[config.mk]
export PLATFORM = sky130hd
export DESIGN_NAME = lsu_mem_port_flat
export DESIGN_NICKNAME = d
export VERILOG_FILES = /design/src/rtl/lsu_mem_port_if.sv /design/src/rtl/lsu_mem_port.sv /design/src/flat_wrapper.sv
export SDC_FILE = /design/constraint.sdc
export NUM_CORES = 1
export LEC_CHECK = 0
export BUFFER_PORTS_ARGS = -buffer_cell sky130_fd_sc_hd__buf_2
export CAP_MARGIN = 0
export CORE_MARGIN = 4
export CORE_UTILIZATION = 35
export DETAILED_ROUTE_END_ITERATION = 12
export GPL_ROUTABILITY_DRIVEN = 0
export GPL_TIMING_DRIVEN = 0
export PLACE_DENSITY = 0.65
export SYNTH_ARGS = -nofsm -noshare
export SYNTH_HDL_FRONTEND = slang
export SYNTH_SLANG_ARGS = --single-unit
[constraint.sdc]
create_clock -name clk -period 13.18 [get_ports clk]
set_input_delay 0.659 -clock clk [delete_from_list [all_inputs] [get_ports clk]]
set_output_delay 0.659 -clock clk [all_outputs]
set_load 0.005 [all_outputs]
[src/rtl/lsu_mem_port_if.sv]
// Request, data-memory bus and response bundle for the RV64I MEM-stage port.
// The LSU port takes the slave view; EX, memory and load-extract take master.
interface lsu_mem_port_if;
    logic        req_valid_i;
    logic        req_ready_o;
    logic        req_we_i;
    logic [63:0] req_addr_i;
    logic [2:0]  req_wid_i;
    logic [63:0] req_wdata_i;

    logic        mem_valid_o;
    logic        mem_ready_i;
    logic        mem_we_o;
    logic [63:0] mem_addr_o;
    logic [63:0] mem_wdata_o;
    logic [7:0]  mem_wstrb_o;
    logic [63:0] mem_rdata_i;

    logic        rsp_valid_o;
    logic [63:0] rsp_data_o;
    logic [2:0]  rsp_wid_o;
    logic [2:0]  rsp_byteena_o;
    logic        rsp_we_o;
    logic        rsp_fault_o;
    logic [1:0]  rsp_cause_o;

    modport master (
        output req_valid_i, req_we_i, req_addr_i, req_wid_i, req_wdata_i,
        output mem_ready_i, mem_rdata_i,
        input  req_ready_o,
        input  mem_valid_o, mem_we_o, mem_addr_o, mem_wdata_o, mem_wstrb_o,
        input  rsp_valid_o, rsp_data_o, rsp_wid_o, rsp_byteena_o,
        input  rsp_we_o, rsp_fault_o, rsp_cause_o
    );

    modport slave (
        input  req_valid_i, req_we_i, req_addr_i, req_wid_i, req_wdata_i,
        input  mem_ready_i, mem_rdata_i,
        output req_ready_o,
        output mem_valid_o, mem_we_o, mem_addr_o, mem_wdata_o, mem_wstrb_o,
        output rsp_valid_o, rsp_data_o, rsp_wid_o, rsp_byteena_o,
        output rsp_we_o, rsp_fault_o, rsp_cause_o
    );
endinterface

[src/rtl/lsu_mem_port.sv]
// RV64I MEM-stage load/store port: alignment check, 8-byte-aligned bus access
// with byte strobes and timeout, raw word response for the load-extract stage.
module lsu_mem_port #(
    parameter int DATA_WIDTH     = 64,
    parameter int TIMEOUT_CYCLES = 255
) (
    input logic           clk,
    input logic           rst,
    lsu_mem_port_if.slave bus
);
    typedef enum logic [1:0] {IDLE, BUS, RESP} state_e;

    localparam logic [7:0] CntLast = 8'(TIMEOUT_CYCLES - 1);

    state_e                  state_q, state_d;
    logic [7:0]              cnt_q, cnt_d;
    logic [2:0]              wid_q, wid_d;
    logic [2:0]              off_q, off_d;

    logic                    mem_valid_q, mem_valid_d;
    logic                    mem_we_q, mem_we_d;
    logic [63:0]             mem_addr_q, mem_addr_d;
    logic [DATA_WIDTH-1:0]   mem_wdata_q, mem_wdata_d;
    logic [7:0]              mem_wstrb_q, mem_wstrb_d;

    logic                    rsp_valid_q, rsp_valid_d;
    logic [DATA_WIDTH-1:0]   rsp_data_q, rsp_data_d;
    logic [2:0]              rsp_wid_q, rsp_wid_d;
    logic [2:0]              rsp_byteena_q, rsp_byteena_d;
    logic                    rsp_we_q, rsp_we_d;
    logic                    rsp_fault_q, rsp_fault_d;
    logic [1:0]              rsp_cause_q, rsp_cause_d;

    logic                    accept;
    logic                    misalign;
    logic [7:0]              strb_base;

    assign bus.req_ready_o = (state_q == IDLE) && !rst;
    assign accept = bus.req_valid_i && bus.req_ready_o;

    // Width decode: bit 2 only selects zero-extension, so it never affects lanes.
    always_comb begin
        misalign  = 1'b0;
        strb_base = 8'h00;
        unique case (1'b1)
            bus.req_wid_i == 3'b111: misalign = 1'b1;
            bus.req_wid_i[1:0] == 2'b00: strb_base = 8'h01;
            bus.req_wid_i[1:0] == 2'b01: begin
                misalign  = bus.req_addr_i[0];
                strb_base = 8'h03;
            end
            bus.req_wid_i[1:0] == 2'b10: begin
                misalign  = |bus.req_addr_i[1:0];
                strb_base = 8'h0F;
            end
            default: begin
                misalign  = |bus.req_addr_i[2:0];
                strb_base = 8'hFF;
            end
        endcase
        if (bus.req_we_i && bus.req_wid_i[2]) misalign = 1'b1;
    end

    always_comb begin
        state_d       = state_q;
        cnt_d         = cnt_q;
        wid_d         = wid_q;
        off_d         = off_q;
        mem_valid_d   = mem_valid_q;
        mem_we_d      = mem_we_q;
        mem_addr_d    = mem_addr_q;
        mem_wdata_d   = mem_wdata_q;
        mem_wstrb_d   = mem_wstrb_q;
        rsp_valid_d   = 1'b0;
        rsp_data_d    = rsp_data_q;
        rsp_wid_d     = rsp_wid_q;
        rsp_byteena_d = rsp_byteena_q;
        rsp_we_d      = rsp_we_q;
        rsp_fault_d   = rsp_fault_q;
        rsp_cause_d   = rsp_cause_q;
        unique case (state_q)
            IDLE: begin
                if (accept) begin
                    wid_d = bus.req_wid_i;
                    off_d = bus.req_addr_i[2:0];
                    if (misalign) begin
                        state_d       = RESP;
                        rsp_valid_d   = 1'b1;
                        rsp_data_d    = '0;
                        rsp_wid_d     = bus.req_wid_i;
                        rsp_byteena_d = bus.req_addr_i[2:0];
                        rsp_we_d      = bus.req_we_i;
                        rsp_fault_d   = 1'b1;
                        rsp_cause_d   = 2'b01;
                    end else begin
                        state_d     = BUS;
                        cnt_d       = '0;
                        mem_valid_d = 1'b1;
                        mem_we_d    = bus.req_we_i;
                        mem_addr_d  = {bus.req_addr_i[63:3], 3'b000};
                        mem_wdata_d = bus.req_we_i ?
                            bus.req_wdata_i << {bus.req_addr_i[2:0], 3'b000} : '0;
                        mem_wstrb_d = bus.req_we_i ?
                            strb_base << bus.req_addr_i[2:0] : 8'h00;
                    end
                end
            end
            BUS: begin
                if (bus.mem_ready_i || cnt_q == CntLast) begin
                    state_d       = RESP;
                    mem_valid_d   = 1'b0;
                    rsp_valid_d   = 1'b1;
                    rsp_wid_d     = wid_q;
                    rsp_byteena_d = off_q;
                    rsp_we_d      = mem_we_q;
                    // Ready in the final counted cycle still completes.
                    if (bus.mem_ready_i) begin
                        rsp_data_d  = mem_we_q ? '0 : bus.mem_rdata_i;
                        rsp_fault_d = 1'b0;
                        rsp_cause_d = 2'b00;
                    end else begin
                        rsp_data_d  = '0;
                        rsp_fault_d = 1'b1;
                        rsp_cause_d = 2'b10;
                    end
                end else begin
                    cnt_d = cnt_q + 8'd1;
                end
            end
            RESP: state_d = IDLE;
            default: state_d = IDLE;
        endcase
    end

    always_ff @(posedge clk or posedge rst) begin
        if (rst) begin
            state_q       <= IDLE;
            cnt_q         <= '0;
            wid_q         <= '0;
            off_q         <= '0;
            mem_valid_q   <= 1'b0;
            mem_we_q      <= 1'b0;
            mem_addr_q    <= '0;
            mem_wdata_q   <= '0;
            mem_wstrb_q   <= '0;
            rsp_valid_q   <= 1'b0;
            rsp_data_q    <= '0;
            rsp_wid_q     <= '0;
            rsp_byteena_q <= '0;
            rsp_we_q      <= 1'b0;
            rsp_fault_q   <= 1'b0;
            rsp_cause_q   <= '0;
        end else begin
            state_q       <= state_d;
            cnt_q         <= cnt_d;
            wid_q         <= wid_d;
            off_q         <= off_d;
            mem_valid_q   <= mem_valid_d;
            mem_we_q      <= mem_we_d;
            mem_addr_q    <= mem_addr_d;
            mem_wdata_q   <= mem_wdata_d;
            mem_wstrb_q   <= mem_wstrb_d;
            rsp_valid_q   <= rsp_valid_d;
            rsp_data_q    <= rsp_data_d;
            rsp_wid_q     <= rsp_wid_d;
            rsp_byteena_q <= rsp_byteena_d;
            rsp_we_q      <= rsp_we_d;
            rsp_fault_q   <= rsp_fault_d;
            rsp_cause_q   <= rsp_cause_d;
        end
    end

    assign bus.mem_valid_o   = mem_valid_q;
    assign bus.mem_we_o      = mem_we_q;
    assign bus.mem_addr_o    = mem_addr_q;
    assign bus.mem_wdata_o   = mem_wdata_q;
    assign bus.mem_wstrb_o   = mem_wstrb_q;
    assign bus.rsp_valid_o   = rsp_valid_q;
    assign bus.rsp_data_o    = rsp_data_q;
    assign bus.rsp_wid_o     = rsp_wid_q;
    assign bus.rsp_byteena_o = rsp_byteena_q;
    assign bus.rsp_we_o      = rsp_we_q;
    assign bus.rsp_fault_o   = rsp_fault_q;
    assign bus.rsp_cause_o   = rsp_cause_q;
endmodule
[src/flat_wrapper.sv]
// flat-port wrapper written by rule: the top's interface ports become plain ports
module lsu_mem_port_flat 
#(
    parameter int DATA_WIDTH     = 64,
    parameter int TIMEOUT_CYCLES = 255
)
  (clk, rst, bus_req_valid_i, bus_req_we_i, bus_req_addr_i, bus_req_wid_i, bus_req_wdata_i, bus_mem_ready_i, bus_mem_rdata_i, bus_req_ready_o, bus_mem_valid_o, bus_mem_we_o, bus_mem_addr_o, bus_mem_wdata_o, bus_mem_wstrb_o, bus_rsp_valid_o, bus_rsp_data_o, bus_rsp_wid_o, bus_rsp_byteena_o, bus_rsp_we_o, bus_rsp_fault_o, bus_rsp_cause_o);
  lsu_mem_port_if bus_i ();
  input logic clk;
  input logic rst;
  input wire logic [$bits(bus_i.req_valid_i)-1:0] bus_req_valid_i;
  input wire logic [$bits(bus_i.req_we_i)-1:0] bus_req_we_i;
  input wire logic [$bits(bus_i.req_addr_i)-1:0] bus_req_addr_i;
  input wire logic [$bits(bus_i.req_wid_i)-1:0] bus_req_wid_i;
  input wire logic [$bits(bus_i.req_wdata_i)-1:0] bus_req_wdata_i;
  input wire logic [$bits(bus_i.mem_ready_i)-1:0] bus_mem_ready_i;
  input wire logic [$bits(bus_i.mem_rdata_i)-1:0] bus_mem_rdata_i;
  output wire logic [$bits(bus_i.req_ready_o)-1:0] bus_req_ready_o;
  output wire logic [$bits(bus_i.mem_valid_o)-1:0] bus_mem_valid_o;
  output wire logic [$bits(bus_i.mem_we_o)-1:0] bus_mem_we_o;
  output wire logic [$bits(bus_i.mem_addr_o)-1:0] bus_mem_addr_o;
  output wire logic [$bits(bus_i.mem_wdata_o)-1:0] bus_mem_wdata_o;
  output wire logic [$bits(bus_i.mem_wstrb_o)-1:0] bus_mem_wstrb_o;
  output wire logic [$bits(bus_i.rsp_valid_o)-1:0] bus_rsp_valid_o;
  output wire logic [$bits(bus_i.rsp_data_o)-1:0] bus_rsp_data_o;
  output wire logic [$bits(bus_i.rsp_wid_o)-1:0] bus_rsp_wid_o;
  output wire logic [$bits(bus_i.rsp_byteena_o)-1:0] bus_rsp_byteena_o;
  output wire logic [$bits(bus_i.rsp_we_o)-1:0] bus_rsp_we_o;
  output wire logic [$bits(bus_i.rsp_fault_o)-1:0] bus_rsp_fault_o;
  output wire logic [$bits(bus_i.rsp_cause_o)-1:0] bus_rsp_cause_o;
  assign bus_i.req_valid_i = bus_req_valid_i;
  assign bus_i.req_we_i = bus_req_we_i;
  assign bus_i.req_addr_i = bus_req_addr_i;
  assign bus_i.req_wid_i = bus_req_wid_i;
  assign bus_i.req_wdata_i = bus_req_wdata_i;
  assign bus_i.mem_ready_i = bus_mem_ready_i;
  assign bus_i.mem_rdata_i = bus_mem_rdata_i;
  assign bus_req_ready_o = bus_i.req_ready_o;
  assign bus_mem_valid_o = bus_i.mem_valid_o;
  assign bus_mem_we_o = bus_i.mem_we_o;
  assign bus_mem_addr_o = bus_i.mem_addr_o;
  assign bus_mem_wdata_o = bus_i.mem_wdata_o;
  assign bus_mem_wstrb_o = bus_i.mem_wstrb_o;
  assign bus_rsp_valid_o = bus_i.rsp_valid_o;
  assign bus_rsp_data_o = bus_i.rsp_data_o;
  assign bus_rsp_wid_o = bus_i.rsp_wid_o;
  assign bus_rsp_byteena_o = bus_i.rsp_byteena_o;
  assign bus_rsp_we_o = bus_i.rsp_we_o;
  assign bus_rsp_fault_o = bus_i.rsp_fault_o;
  assign bus_rsp_cause_o = bus_i.rsp_cause_o;
  lsu_mem_port #(.DATA_WIDTH(DATA_WIDTH), .TIMEOUT_CYCLES(TIMEOUT_CYCLES)) u_core (.clk(clk), .rst(rst), .bus(bus_i));
endmodule
== Word-level counts from Yosys, hierarchy flattened ==
Index checks and enable logic that the tools add are counted.

* Register bits after elaboration: 226
* Input port bits: 200
* Output and inout bits: 214

* Add/subtract/negate cells: 1
* Equal/unequal tests: 10
* Shifts and indexed selects: 2
* Mux-type cells: 49
* Bitwise logic cells: 1
* Reduce and logical (&&, ||, !) cells: 16

{| class="wikitable"
|+ Operators by type and width
! operator !! count
|-
| $mux 64 || 6
|-
| $pmux 64 s2 || 1
|-
| $shl 64x6->64 || 1
|-
| $mux 8 || 4
|-
| $pmux 8 s4 || 1
|-
| $mux 3 || 6
|-
| $pmux 8 s2 || 1
|-
| $mux 1 || 14
|-
| $mux 2 || 7
|-
| $pmux 3 s2 || 2
|-
| $reduce_and 4->1 || 3
|-
| $add 8x1->8 const B || 1
|-
| $eq 8x8->1 const B || 1
|-
| $pmux 1 s2 || 4
|-
| $pmux 2 s2 || 2
|-
| $shl 8x3->8 || 1
|-
| $ne 2x1->1 const B || 3
|-
| $eq 2x1->1 const B || 2
|-
| $logic_not 2->1 || 2
|-
| $ne 2x2->1 const B || 2
|-
| $pmux 1 s4 || 1
|-
| $reduce_and 2->1 || 2
|-
| $eq 3x3->1 const B || 1
|-
| $logic_and 1x1->1 || 3
|-
| other kinds (8) || 8
|}

== Longest topological paths before layout ==
Gate-level depths: netlist of the first run.

* Word-level depth: 6
* Depth in mapped cells: 11
* Gate-level depth less buffers: 8

== Least setup slack after synthesis of the first run ==
Ideal clock, no wire load.

* Path type: in2reg
* From: input port bus_req_wid_i[0]
* To: register u_core.mem_we_q, in the netlist u_core.bus.mem_we_o
* Setup time: 0.117 ns
* Arrival time: 2.186 ns
* Path slack: 10.877 ns
* Stages: 10
* Buffers on the path: 3
* Cells stage by stage: inv_1 -> ha_1 -> a211o_1 -> o2bb2ai_2 -> and3_1 -> buf_2 -> buf_4 -> buf_2 -> nand2_1 -> nand2_1

* Longest elaborated chain between the ends: 5
* Elaborated cells on any way between the ends: 8
* Classes of those cells: eq/ne (3); mux (2); bitwise (1); reduce/logical (2)

{| class="wikitable"
|+ RTL lines
! item !! line !! source
|-
| start, declared || flat_wrapper.sv:14 || <nowiki>input wire logic [$bits(bus_i.req_wid_i)-1:0] bus_req_wid_i;</nowiki>
|-
| $eq 3x3->1 (tied with other cells) || lsu_mem_port.sv:46 || <nowiki>bus.req_wid_i == 3'b111: misalign = 1'b1;</nowiki>
|-
| $pmux 1 s4 (*) || lsu_mem_port.sv:45 || <nowiki>unique case (1'b1)</nowiki>
|-
| $mux 1 (*) || lsu_mem_port.sv:61 || <nowiki>if (bus.req_we_i && bus.req_wid_i[2]) misalign = 1'b1;</nowiki>
|-
| $not 1->1 (no line) (*) || - ||
|-
| $reduce_and 3->1 (no line) (*) || - ||
|-
| end signal, assigned || lsu_mem_port.sv:159 || <nowiki>mem_we_q <= mem_we_d;</nowiki>
|-
| end, declared || lsu_mem_port.sv:21 || <nowiki>logic mem_we_q, mem_we_d;</nowiki>
|}

Mark *: on every way between the ends. The rest lies on a longest branch, timed or not.
A chain may end at the register's enable or synchronous reset.

== Worst setup path in the final report of the first run ==
* From: input port bus_req_wid_i[0]
* To: register u_core.mem_addr_q[19], in the netlist u_core.bus.mem_addr_o[19]

* Longest elaborated chain between the ends: 5
* Elaborated cells on any way between the ends: 8
* Classes of those cells: eq/ne (3); mux (2); bitwise (1); reduce/logical (2)

{| class="wikitable"
|+ RTL lines
! item !! line !! source
|-
| $eq 3x3->1 (tied with other cells) || lsu_mem_port.sv:46 ||
|-
| $pmux 1 s4 (*) || lsu_mem_port.sv:45 ||
|-
| $mux 1 (*) || lsu_mem_port.sv:61 ||
|-
| $not 1->1 (no line) (*) || - ||
|-
| $reduce_and 3->1 (no line) (*) || - ||
|-
| end signal, assigned || lsu_mem_port.sv:160 || <nowiki>mem_addr_q <= mem_addr_d;</nowiki>
|-
| end, declared || lsu_mem_port.sv:22 || <nowiki>logic [63:0] mem_addr_q, mem_addr_d;</nowiki>
|}

Marked as above.

==> impl_metrics.toml, run 1 <==
[synthesis]
avgSynthCellArea_sq_um = 10.4
synth-edff-count = 0
synth.area.top_cells = "dfrtp_1 53%, nand2_1 11%, a22o_1 6.7%"
synthArstFlopShare = 1.00
synth_common_cells = "315 x nand2_1, 226 x dfrtp_1, 81 x a22o_1"
yosysSeqAreaShare = 0.534
yosys.area.top_type_share = 0.534
yosys.cell_count.top_type = "nand2_1"
ys.flop_type = "dfrtp_1"
yosys_warnings = 0
syn_area_sq_um = 10600
netlist_instances = 1018
yosysTopAreaCell = "dfrtp_1"
synth_seq_cells = 226
synth_cell_types = 58

[placed_design]
post-place-ws_ps = 10280
portBuffers = 409
dp_hpwl_mm = 29.0

[power_and_ir_drop]
swShare = 0.306
p_per_area_nw_per_um2 = 167
max-vdd-ir-drop_v = 0.000108
internal-power_w = 0.00163
leakage_nw = 7.73
net-switching-power_w = 0.000719
power_frac_clock = 0.311
pwr-share-seq = 0.425
p_comb_frac = 0.264

[sta]
rsz0062_at_grt = "no"
fin_hold_ws_ps = 244
finalSetupViolCount = 0
slew_violations = 0
min_period_ps = 2340
worst_slew_margin_rel = 0.270
worst_slew_pin_slew_ps = 1090
finalHoldViolCount = 0
finalClockSkew_ps = 22.9
setup_ws_ps = 10840
setup_tns_ps = 0
fmax_mhz = 427
timing.final.crit_share = 0.178

[final_layout]
regArea_sq_um = 5660
drive_above_1_share = 0.374
multi_input_area_sq_um = 4480
layout.nets = 1663
syn2layout_area_growth_pct = 32.5
post-route-util = 0.472
fill_cells = 2831

[worst_setup_path]
path_cells = "buf_2 > inv_1 > ha_1 > a211o_1 > o2bb2ai_2 > nand3_2 > buf_2 > clkbuf_1 > nand2_1 > nand2_1"
worst_setup_path_start_kind = "primary input"
critPathKind = "in -> reg"
cp_max_fo = 10
cp.arrival_ps = 2790
cp_data_required_time_ps = 13630
slowest_stage = "clkbuf_1"
max_stage_delay_ps = 410
end_kind = "register"

[cts]
post-cts-setup-buffers = 0
hold_buffers = 0
clkSinkCount = 226
cts_resized = 0
cts_tree = "done"
clk_path_buf_depth = 3
clock-root-buffer = "clkbuf_16"
cts.clk_slew.worst_paths_ps = 60
htreeDepth = 1
clock_latency_ps = 540
cts_buffers = 25

[worst_hold_path]
hold_class = "in -> async"

[outcome]
status = "finished, final reports clean"

[floorplan]
placementRows = 63
start_util = 0.356
die_h_um = 182
die_area_sq_um = 33100
io_pins = 414
core_area_sq_um = 29700
die_width_um = 182

[route]
wirelength_mm = 38.2
num_vias = 9775
drc = 0
drtIter0Drc = 787
ant_nets = 0
dr.pass1.iters = 6
avgRoutedWirePerCell_um = 20.5
viasPerCell = 5.23

[global_route]
grt_max_degree = 121
grt_first_pass_wirelength_mm = 58.2
grt_usage = 0.219
overflow = 0
antenna_found_initial = 5
grt_pass1_vias = 9909

[run]
maxCapViolations = 0
==> flip-flops by register name, indices dropped and copies added, names as in the netlist <==
| name | cells |
|---|---|
| u_core.bus.rsp_cause_o | 2 |
| u_core.bus.rsp_wid_o | 3 |
| u_core.bus.mem_addr_o | 61 |
| u_core.off_q | 3 |
| u_core.bus.rsp_byteena_o | 3 |
| u_core.cnt_q | 8 |
| u_core.bus.rsp_valid_o | 1 |
| u_core.bus.mem_wdata_o | 64 |
| u_core.state_q | 2 |
| u_core.bus.rsp_we_o | 1 |
| u_core.bus.mem_we_o | 1 |
| u_core.bus.mem_wstrb_o | 8 |
| u_core.bus.mem_valid_o | 1 |
| u_core.wid_q | 3 |
| u_core.bus.rsp_data_o | 64 |
| u_core.bus.rsp_fault_o | 1 |
==> metal layers <==
metal | track usage | routed length (um)
met5 | 0 | 27
met4 | 0.0612 | 1070
met3 | 0.0531 | 3980
met2 | 0.357 | 17800
met1 | 0.295 | 15400
==> worst max-delay path: cells and delay by family <==
family / cells / cell delay (ps)
adders and majority gates: 1 / 380
AOI/OAI and AO/OA: 2 / 480
and+or+nand+nor: 3 / 390
buffers and inverters: 4 / 880
==> metrics by stage <==
step | instance area (sq um) | cells | total power, W
after floorplan | 10600 | 1020 | 0.00129
after global placement | 13100 | 1819 | 0.00162
after detailed placement | 13200 | 1820 | 0.00163
after CTS | 14000 | 1865 | 0.00237
after global routing | 14000 | 1868 | 0.00248
final | 14000 | 1868 | 0.00235
==> layout make-up <==
cell class	instances	area share
Sequential cell	226	0.403
Multi-Input combinational cell	702	0.319
Timing Repair Buffer	410	0.148
Clock buffer	36	0.0518
Tap cell	390	0.0348
Buffer	82	0.0302
Clock inverter	9	0.00919
Inverter	10	0.00321
Antenna cell	3	0.000535
==> path summary, 6_finish.rpt <==
path | start | end | slack [ps] | cells after the start
worst max-delay path | bus_req_wid_i[0] | u_core.bus.mem_addr_o[19] | 10840 | 10
worst min-delay path | rst | u_core.bus.rsp_data_o[6] | 240 | 2
worst max register to register | u_core.state_q[1] | u_core.bus.rsp_data_o[42] | 11030 | 5
worst min register to register | u_core.bus.mem_wdata_o[3] | u_core.bus.mem_wdata_o[3] | 460 | 2
max in group asynchronous | rst | u_core.bus.mem_wdata_o[62] | 11880 | 3
min in group clk | bus_req_addr_i[43] | u_core.bus.mem_addr_o[43] | 320 | 3
==> cell usage in the layout, fill, tap and decap left out, drive strengths merged, types with 3 or more instances in the layout <==
cell type  instances
a211oi             3
a21oi             18
a22o              81
a2bb2oi            4
a31o               3
and2               4
and3               3
buf              466
bufinv             3
clkbuf            62
clkinv             3
conb               3
dfrtp            226
diode              3
ha                 6
inv               11
mux2              16
mux2i             63
mux4              18
nand2            315
nand2b             7
nand3             40
nor2              26
nor2b              3
o21a               4
o21ai             19
o21bai             3
o22ai             16
o2bb2ai            7
o31ai             13
or3                3
==> power groups by stage <==
stage	sequential, W	clock (W)	combinational (W)
CTS	0.000997	0.000748	0.000629
global route	0.00102	0.000778	0.000682
detailed placement	0.00101	0	0.000627
floorplan	0.00101	0	0.000278
global placement	0.00100	0	0.000613
finish	0.000998	0.000729	0.000619
==> cells by family (layout without fill, tap and decap cells) <==
kind of cell | count (synthesis) | after routing | share of synthesized area
and+or+nand+nor | 412 | 412 | 0.160
DFF | 226 | 226 | 0.534
AOI/OAI and AO/OA | 184 | 184 | 0.138
muxes | 97 | 97 | 0.117
buffers and inverters | 92 | 547 | 0.0436
adders and majority gates | 6 | 6 | 0.00709
other | 1 | 6 | 0.000354
Power figures use the tool's default switching activity.
==> inputs of run 2 (changes only) <==
--- a/config.mk
+++ b/config.mk
@@ -5,6 +5,7 @@
 export SDC_FILE = /design/constraint.sdc
 export NUM_CORES = 1
 export LEC_CHECK = 0
+export ABC_AREA = 1
 export BUFFER_PORTS_ARGS = -buffer_cell sky130_fd_sc_hd__buf_2
 export CAP_MARGIN = 0
 export CORE_MARGIN = 4
@@ -12,7 +13,7 @@
 export DETAILED_ROUTE_END_ITERATION = 12
 export GPL_ROUTABILITY_DRIVEN = 0
 export GPL_TIMING_DRIVEN = 0
-export PLACE_DENSITY = 0.65
+export PLACE_DENSITY = 0.64
 export SYNTH_ARGS = -nofsm -noshare
 export SYNTH_HDL_FRONTEND = slang
 export SYNTH_SLANG_ARGS = --single-unit
==> constraint.sdc (replaced) <==
create_clock -name clk -period 2.4 [get_ports clk]
set_input_delay 0.12 -clock clk [delete_from_list [all_inputs] [get_ports clk]]
set_output_delay 0.12 -clock clk [all_outputs]
set_load 0.005 [all_outputs]
==> run 2 against run 1 <==
Net effect: flip-flop and latch count did not move; non-clock buffer count rose by 141; clock-buffer cell count fell by 2; cell count rose by 28%; combinational power rose to 7.1 times the previous value; utilization rose by 4.9 points; via count rose by 21%; worst hold slack got worse by 210 ps; setup slack got worse by 11000 ps; sequential share of layout area fell by 4.1 points; critical path depth rose by 1; sequential power rose to 6.0 times the previous value.
==> impl_metrics.toml, run 2 <==
[synthesis]
yosys.cell_count.top_type = "nand2_1"
yosys_warnings = 0
synth_cell_types = 34
yosysSeqAreaShare = 0.525
avgSynthCellArea_sq_um = 7.66
syn_area_sq_um = 10800
synthArstFlopShare = 1.00
yosys.area.top_type_share = 0.525
synth_seq_cells = 226
ys.flop_type = "dfrtp_1"
synth-edff-count = 0
netlist_instances = 1405
synth_common_cells = "748 x nand2_1, 226 x dfrtp_1, 110 x o21ai_0"
yosysTopAreaCell = "dfrtp_1"
synth.area.top_cells = "dfrtp_1 53%, nand2_1 26%, o21ai_0 5.1%"

[route]
wirelength_mm = 43.1
dr.pass1.iters = 5
num_vias = 11796
drtIter0Drc = 946
avgRoutedWirePerCell_um = 18.1
viasPerCell = 4.94
drc = 0
ant_nets = 0

[sta]
min_period_ps = 2240
finalHoldViolCount = 0
fmax_mhz = 447
fin_hold_ws_ps = 33.3
rsz0062_at_grt = "no"
finalSetupViolCount = 0
timing.final.crit_share = 0.932
setup_tns_ps = 0
worst_slew_pin_slew_ps = 890
setup_ws_ps = 164
slew_violations = 0
worst_slew_margin_rel = 0.405
finalClockSkew_ps = 12.6

[final_layout]
final_common_cell = "nand2_1"
layout.nets = 2187
syn2layout_area_growth_pct = 44.8
layout_common_cells = "748 x nand2_1, 447 x buf_2, 226 x dfrtp_1, 134 x dlygate4sd3_1, 110 x o21ai_0"
drive_above_1_share = 0.269
post-route-util = 0.521

[power_and_ir_drop]
net-switching-power_w = 0.00477
leakage_nw = 8.84
internal-power_w = 0.00939
p_comb_frac = 0.312
max-vdd-ir-drop_v = 0.000434
power_frac_clock = 0.268
p_per_area_nw_per_um2 = 908
total_power_w = 0.0142
pwr-share-seq = 0.420
swShare = 0.337

[worst_setup_path]
cpMostUsedCell = "inv_1"
cp.arrival_ps = 2610
cp_data_required_time_ps = 2780
cp_max_fo = 10
max_stage_delay_ps = 600
end_kind = "register"
worst_setup_path_start_kind = "primary input"
path_cells = "dlygate4sd3_1 > buf_2 > inv_1 > ha_1 > inv_1 > nand3_2 > nand2_1 > nand2_2 > nand4_1 > clkbuf_1 > o21ai_0"
slowest_stage = "dlygate4sd3_1"
critPathBufInv = 5
cpLargestDelayFamily = "buffers and inverters"
critPathKind = "in -> reg"

[global_route]
grt_max_degree = 42
grt_first_pass_wirelength_mm = 65.7
overflow = 0
antenna_found_initial = 4
grt_pass1_vias = 11781
grt_usage = 0.245

[cts]
clock-root-buffer = "clkbuf_16"
clock_latency_ps = 520
cts_tree = "done"
cts_buffers = 24
htreeDepth = 1
cts.clk_slew.worst_paths_ps = 60
clk_path_buf_depth = 3
clkSinkCount = 226

[placed_design]
portBuffers = 408
post-place-ws_ps = 265
dp_hpwl_mm = 32.5

[worst_hold_path]
hold_class = "in -> reg"

[run]
maxCapViolations = 0

[floorplan]
placementRows = 63
io_pins = 414
core_area_sq_um = 30000
die_area_sq_um = 33600
die_width_um = 183
die_h_um = 183
start_util = 0.359

[outcome]
status = "finished, final reports clean"
run 2: changes by cell type after synthesis, moves of 8 or more:
cell      previous run  this run
buf_6                2        14
mux2i_1             63         1
o21ai_0             19       110
a22o_1              81         0
mux4_2              18         0
o31ai_1             13         1
nand2_1            315       748
mux2_2               9         0
nand3_1             39        86
o211ai_1             0        15
inv_1                9        49
o22ai_1             16         1
buf_4               16         8
run 2: routing by layer:
layer  wire (um)  vias up  GRT usage  part of all wire
met2       20800      614      0.421              0.48
met1       16900     5524      0.314              0.39
met3        3850      100     0.0430             0.089
met5          20        -          0           0.00046
li1            -     5554          -                 -
met4        1560        4     0.0828             0.036
run 2: layout make-up:
type / instances / area, sq um
antenna: 2 / 5.00
inverter: 55 / 213
clock inverter: 6 / 82.6
tap: 390 / 488
clock buffer: 34 / 719
timing repair buffer: 548 / 3520
fill: 2801 / 14400
multi-input combinational: 1041 / 4410
sequential: 226 / 5660
buffer: 85 / 505
run 2: worst paths after layout:
path | from | depth (start not counted) | end | slack [ps]
setup / recovery | bus_req_wid_i[1] | 11 | u_core.bus.mem_wdata_o[28] | 160
hold / removal | bus_req_wdata_i[2] | 3 | u_core.bus.mem_wdata_o[2] | 30
setup reg to reg | u_core.state_q[1] | 6 | u_core.bus.mem_wdata_o[28] | 530
hold reg to reg | u_core.bus.rsp_data_o[4] | 2 | u_core.bus.rsp_data_o[4] | 460
max in group asynchronous | rst | 6 | u_core.bus.mem_wdata_o[63] | 920
min in group asynchronous | rst | 3 | u_core.bus.mem_we_o | 370
run 2: metrics by stage:
step	area [sq um]	instances
6_report	15600	2387
3_5_place_dp	13400	2211
4_1_cts	15600	2385
5_1_grt	15600	2386
3_3_place_gp	13300	2205
2_1_floorplan	10800	1407
run 2: power by group through the flow:
stage | registers [W] | clock network [W] | logic (W)
after floorplan | 0.00603 | 0 | 0.00176
after global placement | 0.00593 | 0 | 0.00416
after detailed placement | 0.00595 | 0 | 0.00426
after CTS | 0.00590 | 0.00390 | 0.00445
after global routing | 0.00610 | 0.00402 | 0.00494
final | 0.00595 | 0.00380 | 0.00442
run 2: cell families after synthesis:
logic type      Yosys count  synth area share
fa+ha+maj                 6           0.00697
flops                   226             0.525
compound gates          150            0.0743
buf+inv                 140            0.0662
xor+xnor                  4           0.00325
other cells               1          0.000348
simple gates            877             0.323
mux                       1          0.000930
run 2: repair_timing:
action / 4_1_cts / 5_1_grt
hold buffers: 134 / 0
setup endpoints to repair: 0 / 9
buffers inserted: 0 / 0
gates resized for setup: 0 / 2
hold endpoints to repair: 170 / 0
run 2: tightest hold or removal path: stages:
cell and delay, ps:
buf_2 140, nand3_1 140, o21ai_0 100
==> inputs of run 3 (changes only) <==
==> constraint.sdc (replaced) <==
create_clock -name clk -period 2.3 [get_ports clk]
set_input_delay 0.115 -clock clk [delete_from_list [all_inputs] [get_ports clk]]
set_output_delay 0.115 -clock clk [all_outputs]
set_load 0.005 [all_outputs]
==> run 3 against run 2 <==
Net effect: critical path depth unchanged; clock power increased by 4%; clock skew about the same; cell count about the same; sequential share of layout area about the same; non-clock buffer count increased by 1; critical path type unchanged; largest cell class unchanged.
==> impl_metrics.toml, run 3 (synthesized netlist as in run 2, its figures left out) <==
[power_and_ir_drop]
leakage_nw = 8.85
p_per_area_nw_per_um2 = 947
max-vdd-ir-drop_v = 0.000454
pwr-share-seq = 0.420
power_frac_clock = 0.268
net-switching-power_w = 0.00498
internal-power_w = 0.00980
swShare = 0.337
p_comb_frac = 0.312

[sta]
fin_hold_ws_ps = 32.8
rsz0062_at_grt = "yes"
worst_slew_margin_rel = 0.402
setup_ws_ps = 71.7
finalSetupViolCount = 0
worst_slew_pin_slew_ps = 895
fmax_mhz = 449
finalClockSkew_ps = 12.4
min_period_ps = 2230
slew_violations = 0
timing.final.crit_share = 0.969
finalHoldViolCount = 0

[outcome]
status = "finished, final reports clean"

[placed_design]
place_inst = 2211
dp_hpwl_mm = 32.5
place_area_sq_um = 13400
post-place-ws_ps = 170
portBuffers = 408

[global_route]
grt_first_pass_wirelength_mm = 65.7
grt_usage = 0.245
overflow = 0
antenna_found_initial = 4
grt_pass1_vias = 11784
grt_max_degree = 42

[route]
m1WireLength_mm = 16.9
drtIter0Drc = 971
wl_met2_mm = 20.7
drc = 0
avgRoutedWirePerCell_um = 18.1
num_vias = 11794
wirelength_mm = 43.1
routed.top_layer = "met5"
met3WireLength_mm = 3.90
ant_nets = 0
viasPerCell = 4.94
dr.pass1.iters = 8

[final_layout]
final_common_cell = "nand2_1"
post-route-util = 0.521
syn2layout_area_growth_pct = 45.0
fill_cells = 2800
stdcell_count = 2388
layout_common_cells = "748 x nand2_1, 446 x buf_2, 226 x dfrtp_1, 135 x dlygate4sd3_1, 110 x o21ai_0"
drive_above_1_share = 0.270
layout.nets = 2188
design_area_sq_um = 15600

[floorplan]
start_util = 0.359
core_area_sq_um = 30000
die_area_sq_um = 33600
die_width_um = 183
placementRows = 63
io_pins = 414
die_h_um = 183

[worst_setup_path]
critPathKind = "in -> reg"
rr_worst_depth = 6
worst_setup_path_start_kind = "primary input"
cpMostUsedCell = "inv_1"
max_stage_delay_ps = 600
slowest_stage = "dlygate4sd3_1"
cp_max_fo = 10
cp.arrival_ps = 2610
path_cells = "dlygate4sd3_1 > buf_2 > inv_1 > ha_1 > inv_1 > nand3_2 > nand2_1 > nand2_2 > nand4_1 > clkbuf_1 > o21ai_0"
cp_data_required_time_ps = 2680
end_kind = "register"

[cts]
htreeDepth = 1
cts_tree = "done"
cts.clk_slew.worst_paths_ps = 60
clkSinkCount = 226
post-cts-setup-buffers = 0
cts_buffers = 24
clk_path_buf_depth = 3
clock-root-buffer = "clkbuf_16"
clock_latency_ps = 520

[worst_hold_path]
hold_class = "in -> reg"
min_path_cells = 3

[run]
maxCapViolations = 0
run 3: cell count changes in the layout (fill, tap and decap cells not counted):
cell           change
buf_2              -1
clkbuf_4           +1
clkinv_1           -1
clkinvlp_4         +1
dlygate4sd3_1      +1
run 3: routing by layer:
layer,up-vias,track usage
met5,-,0
met4,4,0.0828
met3,108,0.0426
met2,645,0.421
met1,5481,0.314
li1,5556,-
run 3: stage by stage:
stage / power [W] / setup TNS [ps]
after global routing: 0.0157 / -1130
after detailed placement: 0.0107 / 0
final: 0.0148 / 0
after floorplan: 0.00812 / -173340
after CTS: 0.0149 / 0
after global placement: 0.0105 / -506770
run 3: power by group through the flow:
stage	registers (W)	clock network, W	logic, W
2_1_floorplan	0.00629	0	0.00183
3_3_place_gp	0.00619	0	0.00434
3_5_place_dp	0.00621	0	0.00445
4_1_cts	0.00616	0.00407	0.00465
5_1_grt	0.00636	0.00420	0.00516
6_report	0.00621	0.00396	0.00461
run 3: worst max-delay path, delay by kind of cell:
kind	cells	cell delay, ps
buffers and inverters	5	1400
adders and majority gates	1	250
AOI/OAI and AO/OA	1	150
and+or+nand+nor	4	670
run 3: path summary, 6_finish.rpt:
| path | end | from | slack [ps] |
|---|---|---|---|
| min in group asynchronous | u_core.bus.mem_we_o | rst | 370 |
| max reg2reg | u_core.bus.mem_wdata_o[28] | u_core.state_q[1] | 440 |
| min | u_core.bus.mem_wdata_o[2] | bus_req_wdata_i[2] | 30 |
| max in group asynchronous | u_core.bus.mem_wdata_o[63] | rst | 830 |
| max | u_core.bus.mem_wdata_o[28] | bus_req_wid_i[1] | 70 |
| min reg2reg | u_core.bus.rsp_data_o[4] | u_core.bus.rsp_data_o[4] | 460 |
run 3: area by class of cell:
| cell class | count | area [sq um] | area share |
|---|---|---|---|
| Tap cell | 390 | 488 | 0.0313 |
| Sequential cell | 226 | 5660 | 0.362 |
| Timing Repair Buffer | 549 | 3530 | 0.226 |
| Inverter | 55 | 216 | 0.0139 |
| Clock inverter | 6 | 82.6 | 0.00529 |
| Antenna cell | 2 | 5.00 | 0.000321 |
| Multi-Input combinational cell | 1041 | 4410 | 0.282 |
| Clock buffer | 34 | 719 | 0.0461 |
| Buffer | 85 | 508 | 0.0325 |
run 3: repair_timing:
item                       in CTS  in global routing
hold endpoints to repair      171                  0
setup endpoints to repair       0                 35
hold buffers                  135                  0
resized for setup               0                  4
